**config.mk**
```make
export PLATFORM = sky130hd
export DESIGN_NAME = msk_and_hpc3_stream
export DESIGN_NICKNAME = d
export VERILOG_FILES = /design/src/rtl/msk_and_hpc3_stream_pkg.sv /design/src/rtl/msk_and_hpc3_stream_lane.sv /design/src/rtl/msk_and_hpc3_stream.sv
export SDC_FILE = /design/constraint.sdc
export NUM_CORES = 1
export LEC_CHECK = 0
export BUFFER_PORTS_ARGS = -buffer_cell sky130_fd_sc_hd__clkbuf_2
export CAP_MARGIN = 20
export CORE_MARGIN = 5
export CORE_UTILIZATION = 54
export CTS_CLUSTER_SIZE = 28
export DETAILED_ROUTE_END_ITERATION = 6
export GPL_ROUTABILITY_DRIVEN = 0
export PLACE_DENSITY = 0.9
export SLEW_MARGIN = 20
export SYNTH_ARGS = -nofsm -noshare
export SYNTH_HDL_FRONTEND = slang
export SYNTH_HIERARCHICAL = 1
export SYNTH_SLANG_ARGS = --single-unit
```
**constraint.sdc**
```tcl
create_clock -name clk -period 2.2 [get_ports clk]
set_input_delay 0.44 -clock clk [delete_from_list [all_inputs] [get_ports clk]]
set_output_delay 0.44 -clock clk [all_outputs]
set_load 0.05 [all_outputs]
```
**src/rtl/msk_and_hpc3_stream_pkg.sv**
```systemverilog
`default_nettype none
// ============================================================================
// Package : msk_hpc3_pkg
// Index and sizing helpers shared by the masked HPC3 AND stream and its lanes.
// Rev     : 1.0
// ============================================================================
package msk_hpc3_pkg;

  // Fresh random bits needed per masked bit.
  function automatic int hpc3rnd(input int nshares);
    return nshares * (nshares - 1);
  endfunction

  // Triangular index of the unordered share pair {i, j}, i != j.
  function automatic int pair_idx(input int i, input int j, input int nshares);
    int lo;
    int hi;
    lo = (i < j) ? i : j;
    hi = (i < j) ? j : i;
    return lo * nshares - (lo * (lo + 1)) / 2 + (hi - lo - 1);
  endfunction

  // Flat vector position of share i of bit k.
  function automatic int share_idx(input int i, input int k, input int width);
    return i * width + k;
  endfunction

endpackage
`default_nettype wire

```
**src/rtl/msk_and_hpc3_stream_lane.sv**
```systemverilog
`default_nettype none
// ============================================================================
// Module : msk_hpc3_lane
// One masked bit of the HPC3 AND: stage-1 registers and share recombination.
// Rev    : 1.0
// ============================================================================
module msk_hpc3_lane
  import msk_hpc3_pkg::*;
#(
  parameter int d = 2
) (
  input  logic                  clk,
  input  logic                  rst_n,
  input  logic                  en,
  input  logic [d-1:0]          a,
  input  logic [d-1:0]          b,
  input  logic [hpc3rnd(d)-1:0] rnd,
  output logic [d-1:0]          out
);

  localparam int c_np = d - 1;
  localparam int c_nr = hpc3rnd(d) / 2;

  logic [d*c_np-1:0] w_u;
  logic [d*c_np-1:0] w_v;
  logic [d*c_np-1:0] r_u;
  logic [d*c_np-1:0] r_v;
  logic [d-1:0]      r_a_prev;

  // u/v are packed per share i as its d-1 partners j, skipping j == i.
  for (genvar i = 0; i < d; i++) begin : g_share
    for (genvar j2 = 0; j2 < c_np; j2++) begin : g_pair
      localparam int c_j   = (j2 < i) ? j2 : j2 + 1;
      localparam int c_idx = pair_idx(i, c_j, d);
      logic w_r0;
      logic w_r1;
      assign w_r0 = rnd[c_idx];
      assign w_r1 = rnd[c_nr + c_idx];
      if (j2 == 0) begin : g_first
        assign w_u[i*c_np+j2] = (a[i] & (w_r0 ^ b[i])) ^ w_r1;
      end else begin : g_rest
        assign w_u[i*c_np+j2] = (a[i] & w_r0) ^ w_r1;
      end
      assign w_v[i*c_np+j2] = b[c_j] ^ w_r0;
    end
  end

  always_ff @(posedge clk or negedge rst_n) begin
    if (!rst_n) begin
      r_u      <= '0;
      r_v      <= '0;
      r_a_prev <= '0;
    end else if (en) begin
      r_u      <= w_u;
      r_v      <= w_v;
      r_a_prev <= a;
    end
  end

  always_comb begin
    out = '0;
    for (int i = 0; i < d; i++) begin
      out[i] = (^r_u[i*c_np +: c_np]) ^ (r_a_prev[i] & (^r_v[i*c_np +: c_np]));
    end
  end

endmodule
`default_nettype wire

```
**src/rtl/msk_and_hpc3_stream.sv**
```systemverilog
`default_nettype none
// ============================================================================
// Module : msk_and_hpc3_stream
// Streaming W-bit masked AND (HPC3 gadget) with valid/ready handshakes.
// Rev    : 1.0
// ============================================================================
module msk_and_hpc3_stream
  import msk_hpc3_pkg::*;
#(
  parameter  int d      = 2,
  parameter  int W      = 8,
  parameter  int OUTREG = 1,
  localparam int R      = W * hpc3rnd(d)
) (
  input  logic           clk,
  input  logic           rst_n,
  input  logic           in_valid,
  output logic           in_ready,
  input  logic [W*d-1:0] ina,
  input  logic [W*d-1:0] inb,
  input  logic           rnd_valid,
  output logic           rnd_ready,
  input  logic [R-1:0]   rnd,
  output logic           out_valid,
  input  logic           out_ready,
  output logic [W*d-1:0] out,
  output logic [15:0]    starve_cnt
);

  localparam int c_rpb = hpc3rnd(d);

  logic           r_s1_valid;
  logic           w_s1_adv;
  logic           w_load_ok;
  logic           w_fire;
  logic [W*d-1:0] w_s1_out;
  logic [15:0]    r_starve_cnt;

  assign w_load_ok = !r_s1_valid || w_s1_adv;
  assign w_fire    = in_valid && rnd_valid && w_load_ok;
  assign in_ready  = rst_n && rnd_valid && w_load_ok;
  assign rnd_ready = rst_n && in_valid && w_load_ok;

  // Lanes only load on a fire, so a stalled operation never re-masks with the same word.
  for (genvar k = 0; k < W; k++) begin : g_lane
    logic [d-1:0] w_a;
    logic [d-1:0] w_b;
    logic [d-1:0] w_o;
    for (genvar i = 0; i < d; i++) begin : g_map
      assign w_a[i] = ina[share_idx(i, k, W)];
      assign w_b[i] = inb[share_idx(i, k, W)];
      assign w_s1_out[share_idx(i, k, W)] = w_o[i];
    end
    msk_hpc3_lane #(.d(d)) u_lane (
      .clk   (clk),
      .rst_n (rst_n),
      .en    (w_fire),
      .a     (w_a),
      .b     (w_b),
      .rnd   (rnd[k*c_rpb +: c_rpb]),
      .out   (w_o)
    );
  end

  always_ff @(posedge clk or negedge rst_n) begin
    if (!rst_n) begin
      r_s1_valid <= 1'b0;
    end else if (w_load_ok) begin
      r_s1_valid <= w_fire;
    end
  end

  if (OUTREG != 0) begin : g_outreg
    logic           r_s2_valid;
    logic [W*d-1:0] r_out;

    assign w_s1_adv  = !r_s2_valid || out_ready;
    assign out_valid = r_s2_valid;
    assign out       = r_out;

    always_ff @(posedge clk or negedge rst_n) begin
      if (!rst_n) begin
        r_s2_valid <= 1'b0;
        r_out      <= '0;
      end else if (w_s1_adv) begin
        r_s2_valid <= r_s1_valid;
        if (r_s1_valid) begin
          r_out <= w_s1_out;
        end
      end
    end
  end else begin : g_direct
    assign w_s1_adv  = out_ready;
    assign out_valid = r_s1_valid;
    assign out       = w_s1_out;
  end

  always_ff @(posedge clk or negedge rst_n) begin
    if (!rst_n) begin
      r_starve_cnt <= '0;
    end else if (in_valid && !rnd_valid && (r_starve_cnt != 16'hFFFF)) begin
      r_starve_cnt <= r_starve_cnt + 16'd1;
    end
  end

  assign starve_cnt = r_starve_cnt;

endmodule
`default_nettype wire

```
==> metrics.txt, run 1 <==
Max Buffers Root-to-Sink 2; Die Wd 93.6 um; post-synthesis simple-gate area fraction 14.8%; global route overflow 0; Final Skew ~0.0060 ns; Final Critical Period 1.92 ns; main flop type after synthesis dfrtp_1; Total Routed Length 7.39 mm; Avg WL per Cell about 14 um; Via density 5.11; CP startpoint starve_cnt[3]$_DFFE_PN0P_; fin cells between 500 and 600; critical setup path kind reg -> reg; number of flops mapped to enable cells by yosys 0; GRT Util Overall 18.2%; Relative slew margins between 50% and 60%; outcome complete, no violations; # setup viols final 0; unrepaired setup endpoints after global routing false; top-area cell type share of the netlist area ~54%; Port Buf Inserts 87; FF+latch count, synth 82; area grow syn2layout 20.4%; clock sink total 82; cells on worst reg2reg path 4; worst r2r src starve_cnt[3]$_DFFE_PN0P_; Arr. time, crit path 2.19 ns; Final Cycle Share 87.2%; Placeable Area 0.00679 mm2; cell count after placement 523; routed via count 2,752; setup tns final 0 ns; P per Cell Area approximately 1100 mW/mm2; buffer count from post-CTS setup fixing 0; total power after layout between 4000 and 5000 uW; initial DRC count 70; synth warn 6; hold-fix buffers at CTS 0; Async SR Flop Fraction 100%; Syn Std Cell Area 0.00378 mm2; num rows 30; global-route wire length before repair between 10 and 15 mm; FF-to-FF End starve_cnt[11]$_DFFE_PN0P_; Worst-Margin Slew approximately 0.70 ns; max-slew violation count 0; Post-Synth Adder-Cell Area 0.331%; post-cts repair resize count 0; Worst-path clk slew ~0.08 ns; pin count of the biggest net entering global routing between 80 and 90; max_cap viols 0; most instantiated cells after synthesis dfrtp_1 (82), nor2_1 (36), xnor2_1 (34), mux2_2 (32), nand2_1 (23); initial antenna violation count 0; final hold vios 0; r2r setup slk 0.28 ns; Skew-Pair Late Insertion Delay 0.34 ns; Syn Inst Count 345; main combinational cell family by area after synthesis simple AND/OR/NAND/NOR gates; Initial Util 55.6%; Peak VDD IR 0.000615 V; detailed-placement wirelength estimate ~5.6 mm; Post-Synth XOR/XNOR Area 10.4%; crit-path max FO 5; root buffer cell clkbuf_8; net count after synthesis 399; die area 0.00877 mm2; fmax 521 MHz; main area contributors after synthesis dfrtp_1 (54%), mux2_2 (9.5%), xnor2_1 (7.9%), nor2_1 (3.6%), or3_1 (2.8%); vias in the first global route 2,704; Layout Nets between 400 and 500; Avg Inst Size Synth 10.9 um2; H-tree depth 3; die span in y between 90 and 100 um; Seq/Total Area, Yosys 54.3%; Detail Route Antenna Nets 0; required time worst endpoint 2.47 ns; distinct cell type count after synthesis 30; clock tree from TritonCTS done; Crit. End Element flip-flop; Yosys top cell by area dfrtp_1; Synth Area in Compound Gates 7.29%; Top Ports 88; diode count 0; mux contribution to synthesized area 9.84%; Residual DRC 0; drt pass-1 iters 5; CP endpoint starve_cnt[11]$_DFFE_PN0P_; top-count cell post-synth dfrtp_1; worst hold path type in -> async; proportion of layout cells with a drive suffix above 1 32.3%; CTS Buf Count 9; CP Launch Type flip-flop; Pleak 0.00213 uW
per-layer routing:
metal	global-route usage, %	part of all wire (%)	vias up
met5	0	0	-
met4	8.06	2.0	0
met3	2.82	4.3	14
met2	30.0	51	65
met1	23.9	43	1315
li1	-	-	1358
worst min-delay path by stage:
stage	start	endpoint	slack, ns	cells after the start
finish	rst_n	starve_cnt[3]$_DFFE_PN0P_	0.11	2
global route	rst_n	starve_cnt[2]$_DFFE_PN0P_	0.13	2
CTS	rst_n	starve_cnt[2]$_DFFE_PN0P_	0.11	2
detailed placement	rst_n	starve_cnt[1]$_DFFE_PN0P_	0.48	2
global placement	rst_n	starve_cnt[0]$_DFFE_PN0P_	0.47	2
floorplan	rst_n	g_lane[0].u_lane/r_a_prev[0]$_DFFE_PN0P_	0.14	0
worst max-delay path, stage by stage, from the launching register on:
cell and delay [ns]:
dfrtp_1 0.47, nand4_4 0.16, or4_4 0.54, nor4b_1 0.47
xor2_1 0.21
cell usage in the layout (no fill, tap or decap), types with 2 or more instances in the layout:
| cell type | netlist | final |
|---|---|---|
| xnor2_1 | 34 | 34 |
| nand4_1 | 2 | 2 |
| or3_1 | 17 | 17 |
| a21oi_1 | 17 | 17 |
| nor4_1 | 2 | 2 |
| dfrtp_1 | 82 | 82 |
| mux2_2 | 32 | 32 |
| nor3b_1 | 3 | 3 |
| nand3_1 | 2 | 2 |
| buf_4 | 0 | 4 |
| nor2b_1 | 3 | 2 |
| nor2_1 | 36 | 36 |
| xor2_1 | 11 | 11 |
| o21ai_0 | 18 | 18 |
| clkbuf_2 | 0 | 86 |
| nand4b_1 | 2 | 2 |
| and3_1 | 2 | 2 |
| nand2b_1 | 2 | 2 |
| nor3_1 | 4 | 4 |
| inv_1 | 18 | 18 |
| nand2_1 | 23 | 23 |
| clkbuf_8 | 0 | 11 |
| clkinvlp_4 | 0 | 2 |
| a31oi_1 | 16 | 16 |
| nor4b_1 | 3 | 3 |
state kept, by name, indices dropped and copies added, names as in the netlist:
register / flops
out_valid: 1
g_lane.u_lane/r_u: 16
r_s1_valid: 1
g_lane.u_lane/r_v: 16
starve_cnt: 16
g_lane.u_lane/r_a_prev: 16
out: 16
area by class of cell:
type / instances / area, um2
inverter: 18 / 67.6
clock inverter: 4 / 50.0
multi-input combinational: 236 / 1620
clock buffer: 12 / 155
sequential: 82 / 2050
tap: 96 / 120
fill: 522 / 2250
timing repair buffer: 91 / 480
report_power, final:
group | switching [uW] | total (uW) | internal (uW) | leakage (uW)
clock | 514 | 1100 | 585 | 0.0000986
combinational | 1180 | 1730 | 550 | 0.00107
sequential | 255 | 2120 | 1860 | 0.000958
stage by stage:
step	util, %	area [um2]	setup slack [ns]	hold WS [ns]
global placement	63.9	4340	0.365	0.474
detailed placement	63.9	4340	0.245	0.479
finish	66.9	4550	0.282	0.105
floorplan	-	3780	0.121	0.144
global route	66.9	4550	0.157	0.129
CTS	66.9	4550	0.306	0.106
cells by family after synthesis:
logic type	Yosys count
buffers and inverters	27
AND/OR/NAND/NOR	106
AO/OA/AOI/OAI	51
multiplexers	33
adder cells (fa/ha/maj)	1
flip-flops	82
XOR/XNOR	45
Note: power is estimated with default switching activity, not from simulation.
==> run 2, diff against run 1 <==
clock period = 2.05 ns   (was 2.2 ns; I/O delays follow)
==> metrics.txt, run 2 (same netlist as run 1, synthesis figures left out) <==
worst r2r src starve_cnt[8]$_DFFE_PN0P_; Avg WL per Cell ~14 um; Final Skew 0.00710 ns; pin count of the biggest net entering global routing 59; Worst-path clk slew about 0.080 ns; hold-fix buffers at CTS 0; GRT Util Overall 18.4%; total power after layout 5220 uW; root buffer cell clkbuf_8; crit-path max FO 7; critical path's largest stage delay 0.62 ns; die area 0.00877 mm2; Initial Util 55.6%; Worst path slowest cell nor3_1; # setup viols final 0; P per Cell Area between 1000 and 1500 mW/mm2; initial DRC count 115; Residual DRC 0; Worst-Margin Slew between 0.7 and 0.8 ns; Relative slew margins 52.8%; max_cap viols 0; proportion of layout cells with a drive suffix above 1 33.2%; detailed-placement wirelength estimate 5.70 mm; Via density 5.16; Placeable Area 0.00679 mm2; outcome complete, no violations; FF-to-FF End starve_cnt[15]$_DFFE_PN0P_; cell count after placement 526; cells on worst reg2reg path 4; worst hold path type in -> async; critical setup path kind reg -> reg; Arr. time, crit path 2.07 ns; buffer count from post-CTS setup fixing 0; setup tns final 0 ns; Met2 Wirelength approximately 3.8 mm; internal cell power 3170 uW; crit-path cells nand4_1, nor3_1, nor4_1, xor2_1; num rows 30; global-route wire length before repair between 10 and 15 mm; CTS Buf Count 9; required time worst endpoint about 2.3 ns; routed via count 2,783; Highest Signal Layer met4; Detail Route Antenna Nets 0; met3 wire length about 400 um; combinational fraction of design power 35.6%; most common cell after layout, fill and taps aside clkbuf_2; most frequent cells in the layout clkbuf_2 (86), dfrtp_1 (80), nor2_1 (36); Final Cycle Share 91.3%; Layout Nets 495; area grow syn2layout 20.5%; diode count 0; power share of the clock group 20.9%; Pleak between 0.002 and 0.0025 uW; Total Routed Length 7.49 mm; global route overflow 0; max-slew violation count 0; unrepaired setup endpoints after global routing false; Seq pwr share between 40% and 50%; Fillers 542; Top Ports 88; drt pass-1 iters 4; H-tree depth 3; vias in the first global route 2,865; initial antenna violation count 0; final hold vios 0; Crit. End Element flip-flop; Core Util, Final 67.0%; Skew-Pair Late Insertion Delay 0.33 ns; Port Buf Inserts 87; Final Critical Period 1.87 ns; switching share of power 39.3%; Max Buffers Root-to-Sink 2; Die Wd 93.6 um; clock tree from TritonCTS done; fin cells 539; clock sink total 82; sw power 2050 uW; die span in y 93.6 um; hold slack final 0.0805 ns; Peak VDD IR roughly 0.0010 V; r2r setup slk 0.18 ns; post-cts repair resize count 0; CP Launch Type flip-flop; wl on met1 a little over 3 mm; fmax 534 MHz
run 2: area by class of cell:
| type | count | area [um2] | area share, % |
|---|---|---|---|
| multi-input combinational | 236 | 1630 | 35.8 |
| timing repair buffer | 94 | 503 | 11.0 |
| clock buffer | 10 | 138 | 3.02 |
| clock inverter | 3 | 42.5 | 0.934 |
| sequential | 82 | 2050 | 45.1 |
| inverter | 18 | 67.6 | 1.48 |
| tap | 96 | 120 | 2.64 |
run 2: worst max-delay path: cells and delay by family, from the launching register on:
family	cells	cell delay, ns
simple gates	3	1.14
flops	1	0.42
xor+xnor	1	0.17
run 2: stage by stage:
stage | instance area, um2 | setup WS, ns
CTS | 4550 | 0.150
detailed placement | 4370 | 0.142
global route | 4550 | 0.0369
global placement | 4370 | 0.228
finish | 4550 | 0.177
floorplan | 3780 | 0.0190
run 2: metal layers:
layer	track usage, %	vias up
li1	-	1372
met1	21.4	1320
met2	31.8	75
met3	5.71	16
met4	6.74	0
met5	0	-
run 2: how the worst max path moves through the flow:
stage / cells past startpoint / endpoint / slack [ns] / startpoint
floorplan: 4 / starve_cnt[1]$_DFFE_PN0P_ / 0.02 / starve_cnt[9]$_DFFE_PN0P_
global placement: 5 / starve_cnt[14]$_DFFE_PN0P_ / 0.23 / rnd_valid
detailed placement: 5 / starve_cnt[15]$_DFFE_PN0P_ / 0.14 / rnd_valid
CTS: 5 / starve_cnt[14]$_DFFE_PN0P_ / 0.15 / starve_cnt[1]$_DFFE_PN0P_
global route: 5 / starve_cnt[14]$_DFFE_PN0P_ / 0.04 / starve_cnt[1]$_DFFE_PN0P_
finish: 4 / starve_cnt[15]$_DFFE_PN0P_ / 0.18 / starve_cnt[8]$_DFFE_PN0P_
run 2: power groups by stage:
stage / clock [uW] / combinational [uW] / sequential (uW)
after global placement: 0 / 1840 / 2270
final: 1090 / 1860 / 2270
after global routing: 1210 / 1990 / 2330
after floorplan: 0 / 626 / 3040
after detailed placement: 0 / 1880 / 2310
after CTS: 1130 / 1880 / 2280
==> run 3, diff against run 2 <==
ABC_AREA = 1   (was default)
CORE_UTILIZATION = 55   (was 54)
==> metrics.txt, run 3 <==
most instantiated cells after synthesis nand2_1 (219), dfrtp_1 (82), nand3_1 (49), inv_1 (47), nand2_2 (23); Residual DRC 0; number of flops mapped to enable cells by yosys 0; global-route wire length before repair 17.0 mm; Die Wd roughly 98 um; proportion of layout cells with a drive suffix above 1 26.9%; pin count of the biggest net entering global routing 65; setup tns final 0 ns; clock sink total 82; Crit. End Element output pin; Yosys top cell by area dfrtp_1; buffer count from post-CTS setup fixing 0; net count after synthesis between 500 and 600; distinct cell type count after synthesis 22; Arr. time, crit path about 1.3 ns; Port Buf Inserts 87; unrepaired setup endpoints after global routing false; Seq/Total Area, Yosys 48.2%; required time worst endpoint 1.64 ns; max-slew violation count 0; main flop type after synthesis dfrtp_1; Final Critical Period 1.74 ns; worst hold path type in -> async; drt pass-1 iters 5; FF+latch count, synth 82; Via density roughly 5.2; # setup viols final 0; max_cap viols 0; Max Buffers Root-to-Sink 2; Relative slew margins 43.1%; root buffer cell clkbuf_8; P per Cell Area 1010 mW/mm2; Pleak 0.00270 uW; vias in the first global route just under 4k; die area 0.00960 mm2; Peak VDD IR slightly below 0.0009 V; Final Skew 0.00719 ns; Initial Util 55.7%; Worst-path clk slew 0.08 ns; diode count 0; Avg Inst Size Synth 8.06 um2; Detail Route Antenna Nets 0; top-count cell post-synth nand2_1; CP Launch Type flip-flop; area grow syn2layout 18.9%; clock tree from TritonCTS done; global route overflow 0; Async SR Flop Fraction 100%; initial DRC count 189; GRT Util Overall around a fifth; H-tree depth 3; Layout Nets roughly 680; main area contributors after synthesis dfrtp_1 (48%), nand2_1 (19%), nand3_1 (5.8%), xnor2_1 (4.3%), mux2_2 (4.2%); most common cell after layout, fill and taps aside nand2_1; cell count after placement 717; most frequent cells in the layout nand2_1 (219), clkbuf_2 (86), dfrtp_1 (82); detailed-placement wirelength estimate 7.15 mm; routed via count 3,804; Placeable Area about 0.0076 mm2; Syn Inst Count around 530; Total Routed Length 9.52 mm; Fillers around 600; Avg WL per Cell 13.0 um; initial antenna violation count 0; total power after layout 5110 uW; Top Ports 88; CTS Buf Count 9; final hold vios 0; Syn Std Cell Area 0.00426 mm2; Skew-Pair Late Insertion Delay 0.35 ns; fin cells 734; Worst-Margin Slew 0.851 ns; top-area cell type share of the netlist area about half; die span in y 98.0 um; num rows 32; crit-path max FO 4; Final Cycle Share 84.6%; synth warn 6; fmax 576 MHz; outcome complete, no violations; critical setup path kind reg -> out
[run 3: where the power goes]
part	leakage [uW]	internal (uW)	switching (uW)
clock	0.000105	623	570
combinational	0.00157	512	1210
sequential	0.00102	1960	242
total	0.00270	3090	2020
[run 3: repair_timing]
item | in CTS | in global routing
endpoints found under the hold margin | 18 | 0
resized for setup | 0 | 1
hold buffers | 1 | 0
setup endpoints to repair | 0 | 9
[run 3: per-layer routing]
layer / global-route usage [%] / routed length, um / part of all wire (%)
met1: 28.2 / 4000 / 42
met2: 35.0 / 4710 / 49
met3: 4.14 / 724 / 7.6
met4: 7.03 / 90 / 0.95
met5: 0 / 0 / 0
[run 3: area by class of cell]
type | instances | area (um2) | share of cell area, %
multi-input cells | 388 | 1970 | 39.0
clock inverters | 5 | 52.6 | 1.04
flip-flops and latches | 82 | 2050 | 40.5
repair buffers | 91 | 495 | 9.79
well taps | 102 | 128 | 2.52
clock buffers | 11 | 151 | 2.99
inverters | 55 | 210 | 4.15
[run 3: through the flow]
stage                     util, %  hold WS [ns]  setup WS [ns]  cell area, um2
after floorplan                 -         0.114         0.0221            4260
after global placement       63.4         0.311          0.253            4850
after detailed placement     63.4         0.318          0.166            4850
after CTS                    66.2         0.105          0.116            5060
after global routing         66.2         0.115          0.188            5060
final                        66.2        0.0956          0.315            5060
[run 3: worst max-delay path, stage by stage, from the launching register on]
cell and delay (ns):
dfrtp_1 0.41, nand3_1 0.16, nand3_1 0.09, inv_1 0.06, clkbuf_2 0.27
[run 3: path summary, 6_finish.rpt]
kind	start	endpoint	slack, ns	depth (start not counted)
worst max-delay path	out_valid$_DFFE_PN0N_	rnd_ready	0.31	4
worst min-delay path	rst_n	starve_cnt[3]$_DFFE_PN0P_	0.1	2
worst max register to register	starve_cnt[1]$_DFFE_PN0P_	starve_cnt[9]$_DFFE_PN0P_	0.36	8
worst min register to register	g_lane[2].u_lane/r_a_prev[0]$_DFFE_PN0P_	g_lane[2].u_lane/r_a_prev[0]$_DFFE_PN0P_	0.48	2
max in group asynchronous	rst_n	g_lane[0].u_lane/r_a_prev[1]$_DFFE_PN0P_	0.76	2
min in group clk	ina[10]	g_lane[2].u_lane/r_a_prev[1]$_DFFE_PN0P_	0.29	3
[run 3: cells by family (layout without fill, tap and decap cells)]
logic type | Yosys count | count (layout) | share of synthesized area (%)
simple gates | 342 | 342 | 36.1
fa+ha+maj | 1 | 1 | 0.294
compound gates | 6 | 6 | 0.970
flops | 82 | 82 | 48.2
xor+xnor | 23 | 23 | 4.73
buf+inv | 58 | 162 | 5.50
mux | 16 | 16 | 4.23
